$ cat src/rtl/sevenseg_reader.sv
// sevenseg_reader: watches a multiplexed 7-segment bus and debounces each digit.
// It decodes the stable patterns back to 4-bit codes and hands out complete frames
// over a valid/ready handshake.
module sevenseg_reader #(
    parameter int unsigned NDIG   = 4,
    parameter int unsigned STABLE = 3
) (
    input  logic                   clk,
    input  logic                   rst,
    input  logic [6:0]             seg_in,
    input  logic [NDIG-1:0]        dig_en,
    input  logic                   sample,
    output logic [4*NDIG-1:0]      digits_out,
    output logic                   out_valid,
    input  logic                   out_ready,
    output logic                   overrun,
    output logic                   sel_err,
    input  logic                   clr_err
);

    localparam int unsigned   CW     = $clog2(STABLE + 1);
    localparam logic [CW-1:0] CntMax = CW'(STABLE);
    localparam logic [CW-1:0] CntOne = CW'(1);

    // Exact-match decode; blank shows as F, anything unrecognised as E.
    function automatic logic [3:0] decode(input logic [6:0] p);
        logic [3:0] c;
        case (p)
            7'h7E:   c = 4'h0;
            7'h30:   c = 4'h1;
            7'h6D:   c = 4'h2;
            7'h79:   c = 4'h3;
            7'h33:   c = 4'h4;
            7'h5B:   c = 4'h5;
            7'h5F:   c = 4'h6;
            7'h70:   c = 4'h7;
            7'h7F:   c = 4'h8;
            7'h7B:   c = 4'h9;
            7'h00:   c = 4'hF;
            default: c = 4'hE;
        endcase
        return c;
    endfunction

    logic [NDIG-1:0][3:0]    cand_q, cand_d;
    logic [NDIG-1:0][3:0]    comm_q, comm_d;
    logic [NDIG-1:0][CW-1:0] cnt_q, cnt_d;
    logic [NDIG-1:0]         seen_q, seen_d;
    logic [4*NDIG-1:0]       digits_q, digits_d;
    logic                    valid_q, valid_d;
    logic                    overrun_q, overrun_d;
    logic                    sel_err_q, sel_err_d;

    logic [3:0] code;
    logic       one_hot;
    logic       multi_hot;
    logic       changed;
    logic       frame_done;

    // Decode the bus and classify the digit select.
    always_comb begin
        code      = decode(seg_in);
        one_hot   = (dig_en != '0) && ((dig_en & (dig_en - NDIG'(1))) == '0);
        multi_hot = (dig_en != '0) && !one_hot;
    end

    // Debounce, commit, frame assembly, handshake and sticky error flags.
    always_comb begin
        cand_d     = cand_q;
        cnt_d      = cnt_q;
        comm_d     = comm_q;
        seen_d     = seen_q;
        digits_d   = digits_q;
        valid_d    = valid_q;
        changed    = 1'b0;
        // Clear first so that a set on the same edge still wins.
        overrun_d  = clr_err ? 1'b0 : overrun_q;
        sel_err_d  = clr_err ? 1'b0 : sel_err_q;

        if (sample && multi_hot) begin
            sel_err_d = 1'b1;
        end

        if (sample && one_hot) begin
            for (int i = 0; i < NDIG; i++) begin
                if (dig_en[i]) begin
                    changed = (code != cand_q[i]);
                    if (!changed) begin
                        if (cnt_q[i] < CntMax) begin
                            cnt_d[i] = cnt_q[i] + CntOne;
                        end
                    end else begin
                        cand_d[i] = code;
                        cnt_d[i]  = CntOne;
                    end
                    // Commit once per stable run; a change restarts the run.
                    if ((cnt_d[i] == CntMax) && (changed || (cnt_q[i] < CntMax))) begin
                        comm_d[i] = cand_d[i];
                        seen_d[i] = 1'b1;
                    end
                end
            end
        end

        frame_done = &seen_d;
        if (frame_done) begin
            seen_d = '0;
            if (!valid_q || out_ready) begin
                digits_d = comm_d;
                valid_d  = 1'b1;
            end else begin
                overrun_d = 1'b1;
            end
        end else if (valid_q && out_ready) begin
            valid_d = 1'b0;
        end
    end

    // State registers with asynchronous reset to the blank display.
    always_ff @(posedge clk or posedge rst) begin
        if (rst) begin
            cand_q    <= {NDIG{4'hF}};
            cnt_q     <= '0;
            comm_q    <= {NDIG{4'hF}};
            seen_q    <= '0;
            digits_q  <= '1;
            valid_q   <= 1'b0;
            overrun_q <= 1'b0;
            sel_err_q <= 1'b0;
        end else begin
            cand_q    <= cand_d;
            cnt_q     <= cnt_d;
            comm_q    <= comm_d;
            seen_q    <= seen_d;
            digits_q  <= digits_d;
            valid_q   <= valid_d;
            overrun_q <= overrun_d;
            sel_err_q <= sel_err_d;
        end
    end

    assign digits_out = digits_q;
    assign out_valid  = valid_q;
    assign overrun    = overrun_q;
    assign sel_err    = sel_err_q;

endmodule

$ cat config.mk
export PLATFORM = sky130hd
export DESIGN_NAME = sevenseg_reader
export DESIGN_NICKNAME = d
export VERILOG_FILES = /design/src/rtl/sevenseg_reader.sv
export SDC_FILE = /design/constraint.sdc
export NUM_CORES = 1
export LEC_CHECK = 0
export CAP_MARGIN = 30
export CORE_UTILIZATION = 40
export DETAILED_ROUTE_END_ITERATION = 10
export HOLD_SLACK_MARGIN = 0.05
export SETUP_SLACK_MARGIN = 0.15
export SYNTH_ARGS = -nofsm -noshare
export SYNTH_HDL_FRONTEND = slang
export SYNTH_SLANG_ARGS = --single-unit
$ cat constraint.sdc
create_clock -name clk -period 3.5 [get_ports clk]
set_clock_uncertainty 0.2 [all_clocks]
set_input_delay 0.35 -clock clk [delete_from_list [all_inputs] [get_ports clk]]
set_output_delay 0.35 -clock clk [all_outputs]
set_load 0.01 [all_outputs]
==> run summary <==
DETAILED ROUTING
----------------------------------------------------------------------------------
Drt first-iter violations ...........................................          106
Routed wire length ..................................................      7080 µm
Post-detailed-route wirelength per cell .............................      14.4 µm
Number of nets still failing antenna checks after routing ...........            0
Avg Vias per Cell ...................................................         5.13
Via count ...........................................................         2522
Drt first pass iters ................................................            4
DR DRC count ........................................................            0

TIMING
----------------------------------------------------------------------------------
Share of the clock period used by the worst path ....................        91.8%
Final setup TNS .....................................................         0 ns
Worst slew pin tran .................................................     0.554 ns
Achievable clock frequency ..........................................      311 MHz
Finish-stage setup viols ............................................            0
Final worst setup slack .............................................     0.286 ns
Period minus WS final ...............................................      3.21 ns
Headroom to the max-slew limit ......................................        62.6%
Final hold violation count ..........................................            0
Final Max Slew Viols ................................................            0
RSZ-0062 raised after global routing ................................           no

CLOCK TREE
----------------------------------------------------------------------------------
Sinks on Clock Net ..................................................           63
TritonCTS clock tree ................................................        built
Number of buffers inserted to repair setup after CTS ................            0
Clock Path Buffers ..................................................            2
Root Buffer .........................................................     clkbuf_8
TritonCTS buffer count ..............................................            9
Reg clk slew, reported paths ........................................      0.07 ns
Later-pin clock latency in the skew report ..........................      0.34 ns
Number of H-tree branching levels ...................................            3

SYNTHESIS
----------------------------------------------------------------------------------
Total nets after synthesis ..........................................          323
Async SR Flop Fraction ..............................................         100%
#FFs+latches synth ..................................................           63
Post-synthesis instance total .......................................          307
Netlist area before placement .......................................     3270 µm²
Top area cells in the synthesized netlist ........................... dfstp_2 39%, dfrtp_1 11%, nand2_1 4.4%
Library cell occupying the most area in the post-synthesis netlist ..      dfstp_2
Unique cell type count in the Yosys netlist .........................           63
Share of the synthesized area in the top cell type ..................        38.6%
Primary flip-flop cell chosen by synthesis mapping ..................      dfstp_2
Count of flip-flops with a built-in enable after synthesis ..........            0
YS warnings .........................................................            0
Mean Syn Cell Area ..................................................     10.6 µm²
Post-synthesis sequential area ratio ................................        50.1%

WORST SETUP PATH
----------------------------------------------------------------------------------
Setup Crit Path Kind ................................................ primary input to register
CP most frequent cell ...............................................        buf_4
Worst reg2reg endpoint .............................................. digits_out[13]
Depth of the worst register-to-register path ........................            9
Worst path required time ............................................      3.56 ns
Startpoint class of the critical path ............................... primary input
Slowest library cell on the worst path .............................. clkdlybuf4s50_1
Family of cells with the greatest summed delay on the critical path . simple AND/OR/NAND/NOR gates
Flop-to-flop setup slack ............................................      0.41 ns
Critical R2R Launch .................................................    cand_q[7]
Number of buffer and inverter instances along the worst setup path ..            3
Cell breakdown of the critical path ................................. clkdlybuf4s50_1, nand3_1, or3_4, and3_2, a221oi_2, o21ai_1, nor4_4, buf_4, buf_4, mux2_2, mux2_1
Peak fanout along the critical path .................................            7
CP Data Arrival Time ................................................      3.28 ns
CP Capture Type .....................................................     register
Peak per-stage delay on the critical path ...........................      0.53 ns

POWER AND IR DROP
----------------------------------------------------------------------------------
Logic pwr share .....................................................        14.6%
Power per unit of standard cell area ................................   417 nW/µm²
Leak Pwr ............................................................   0.00184 µW
Switching share of total power ......................................        27.1%
Net switching component of the power ................................       483 µW
Max IR drop VDD .....................................................     0.229 mV
Power Internal ......................................................      1300 µW
Clock power share ...................................................        35.6%
Sequential share of power ...........................................        49.8%

PLACED DESIGN
----------------------------------------------------------------------------------
Routability-driven placement congestion ratio .......................        0.803
Input/output buffers ................................................           34
HPWL after detailed placement .......................................      5280 µm
Pre-CTS setup slack .................................................    -0.280 ns

GLOBAL ROUTE
----------------------------------------------------------------------------------
Antenna violations before repair ....................................            0
Number of global-route vias before repair ...........................         2488
GRT overflow ........................................................            0
Wire length of the first global-routing pass ........................     12000 µm
GR Util All Layers ..................................................        18.0%
Maximum number of pins on one net before global-route repair ........           32

LAYOUT
----------------------------------------------------------------------------------
Share of layout cells above drive strength 1 ........................        37.9%
Nets ................................................................          401
P&R area growth vs syn ..............................................        30.9%
Final-layout fill cell count ........................................          685
Number of diodes ....................................................            0

RUN STATUS
----------------------------------------------------------------------------------
Outcome .............................................................    completed

FLOORPLANNING
----------------------------------------------------------------------------------
I/O pin total .......................................................           35
Core box area .......................................................     7810 µm²
Number of standard-cell rows in the floorplan .......................           32
Die W ...............................................................      92.4 µm
Starting density of the core ........................................        41.8%
Height of the chip ..................................................      92.4 µm
Total Die Area ......................................................     8530 µm²

HOLD PATH
----------------------------------------------------------------------------------
Worst hold path type ................................................ primary input to asynchronous set/reset pin

JOB
----------------------------------------------------------------------------------
Maximum Capacitance Violations ......................................            0

==> synthesized netlist by cell type, types with 2 or more instances <==
cell      instances
mux2_2            5
nand4_1           3
a31oi_1           5
dfrtp_1          15
clkbuf_1          7
xnor2_1           5
inv_1            11
nand2b_1          2
xor2_1            2
or3_1             3
mux2_4            8
mux2_1            8
a21oi_1          18
dfstp_2          48
nor4_2            2
and2_1            4
and4_1            2
o21ai_0          14
nor3b_1           3
nor2_1           25
o21a_1            2
nand2_1          38
nand3_1           8
a22oi_1           3
o21ai_1           2
buf_6             4
mux2i_1           4
a221oi_2          2
buf_4             2
o22ai_1           2
nand3b_1          2
and4b_1           2
buf_2             3
nor3_1            7
and3_1            6
nor4b_1           3
==> cells by family (layout without fill, tap and decap cells) <==
| group | Yosys count | in the layout | synth area share, % |
|---|---|---|---|
| AND/OR/NAND/NOR | 119 | 119 | 20.1 |
| AO/OA/AOI/OAI | 65 | 65 | 14.1 |
| flip-flops | 63 | 63 | 50.1 |
| buffers and inverters | 28 | 111 | 4.48 |
| multiplexers | 25 | 25 | 9.38 |
| XOR/XNOR | 7 | 7 | 1.88 |
==> final cells by class <==
| cell class | count | area [µm²] | area share [%] |
|---|---|---|---|
| timing repair buffer | 84 | 726 | 17.0 |
| multi-input combinational | 216 | 1550 | 36.1 |
| tap | 102 | 128 | 2.99 |
| sequential | 63 | 1640 | 38.3 |
| clock buffer | 11 | 141 | 3.31 |
| clock inverter | 5 | 57.6 | 1.35 |
| inverter | 11 | 41.3 | 0.966 |
==> cell usage in the layout, fill, tap and decap left out, types with 4 or more instances in the layout <==
master            n
buf_4            49
dfstp_2          48
nand2_1          38
clkdlybuf4s50_1  28
nor2_1           25
a21oi_1          18
dfrtp_1          15
o21ai_0          14
inv_1            10
clkbuf_8         10
nand3_1           8
mux2_4            8
mux2_1            8
nor3_1            7
and3_1            5
a31oi_1           5
xnor2_1           5
mux2_2            5
and2_1            4
mux2i_1           4
==> worst reg2reg max path, stage by stage (launching register included) <==
cell	delay (ns)
dfstp_2	0.57
nor3_1	0.06
a31o_1	0.18
a2111o_1	0.44
nor4_4	0.28
or4b_4	0.52
a2bb2oi_4	0.19
nand3_4	0.09
buf_12	0.17
mux2_1	0.32
==> how the worst max path moves through the flow <==
stage,start,end,slack [ns],cells past startpoint
after floorplan,seg_in[5],digits_out[6],0.22,12
after global placement,seg_in[3],digits_out[12],-0.26,12
after detailed placement,seg_in[0],digits_out[7],-0.28,13
after CTS,seg_in[1],digits_out[12],0.15,12
after global routing,seg_in[4],digits_out[12],0.15,11
final,seg_in[4],digits_out[12],0.29,11
==> state kept, by name (all words and copies together), names as in the netlist <==
name,count
cand_q,16
comm_q,16
digits_out,16
cnt_q,8
seen_q,4
out_valid,1
overrun,1
sel_err,1
==> power groups by stage <==
stage	Combinational [µW]	Clock [µW]	Sequential (µW)
after floorplan	171	0	883
after global routing	292	681	899
after detailed placement	254	0	898
after CTS	256	649	886
final	260	633	888
after global placement	248	0	894
==> metal layers <==
metal  vias to the layer above  routed length, µm  track usage [%]
li1                       1262                  -                -
met1                      1222               3410             24.0
met2                        29               3390             29.3
met3                         9                181             3.28
met4                         0                103             6.51
met5                         -                  0                0
==> metrics by stage <==
step	util, %	hold slack [ns]	instance area, µm²	instances	power [µW]
2_1_floorplan	-	0.246	3270	307	1050
3_3_place_gp	51.5	0.252	4020	476	1140
5_1_grt	54.8	0.142	4280	492	1870
3_5_place_dp	51.5	0.261	4020	476	1150
4_1_cts	54.3	0.111	4240	492	1790
6_report	54.8	0.113	4280	492	1780
==> what timing repair did <==
item | 4_1_cts | 5_1_grt
pin swaps | 1 | 1
endpoints found under the setup margin | 16 | 19
gates resized for setup | 7 | 11
hold buffers | 0 | 0
No activity file was read; power rests on OpenSTA's default activity.
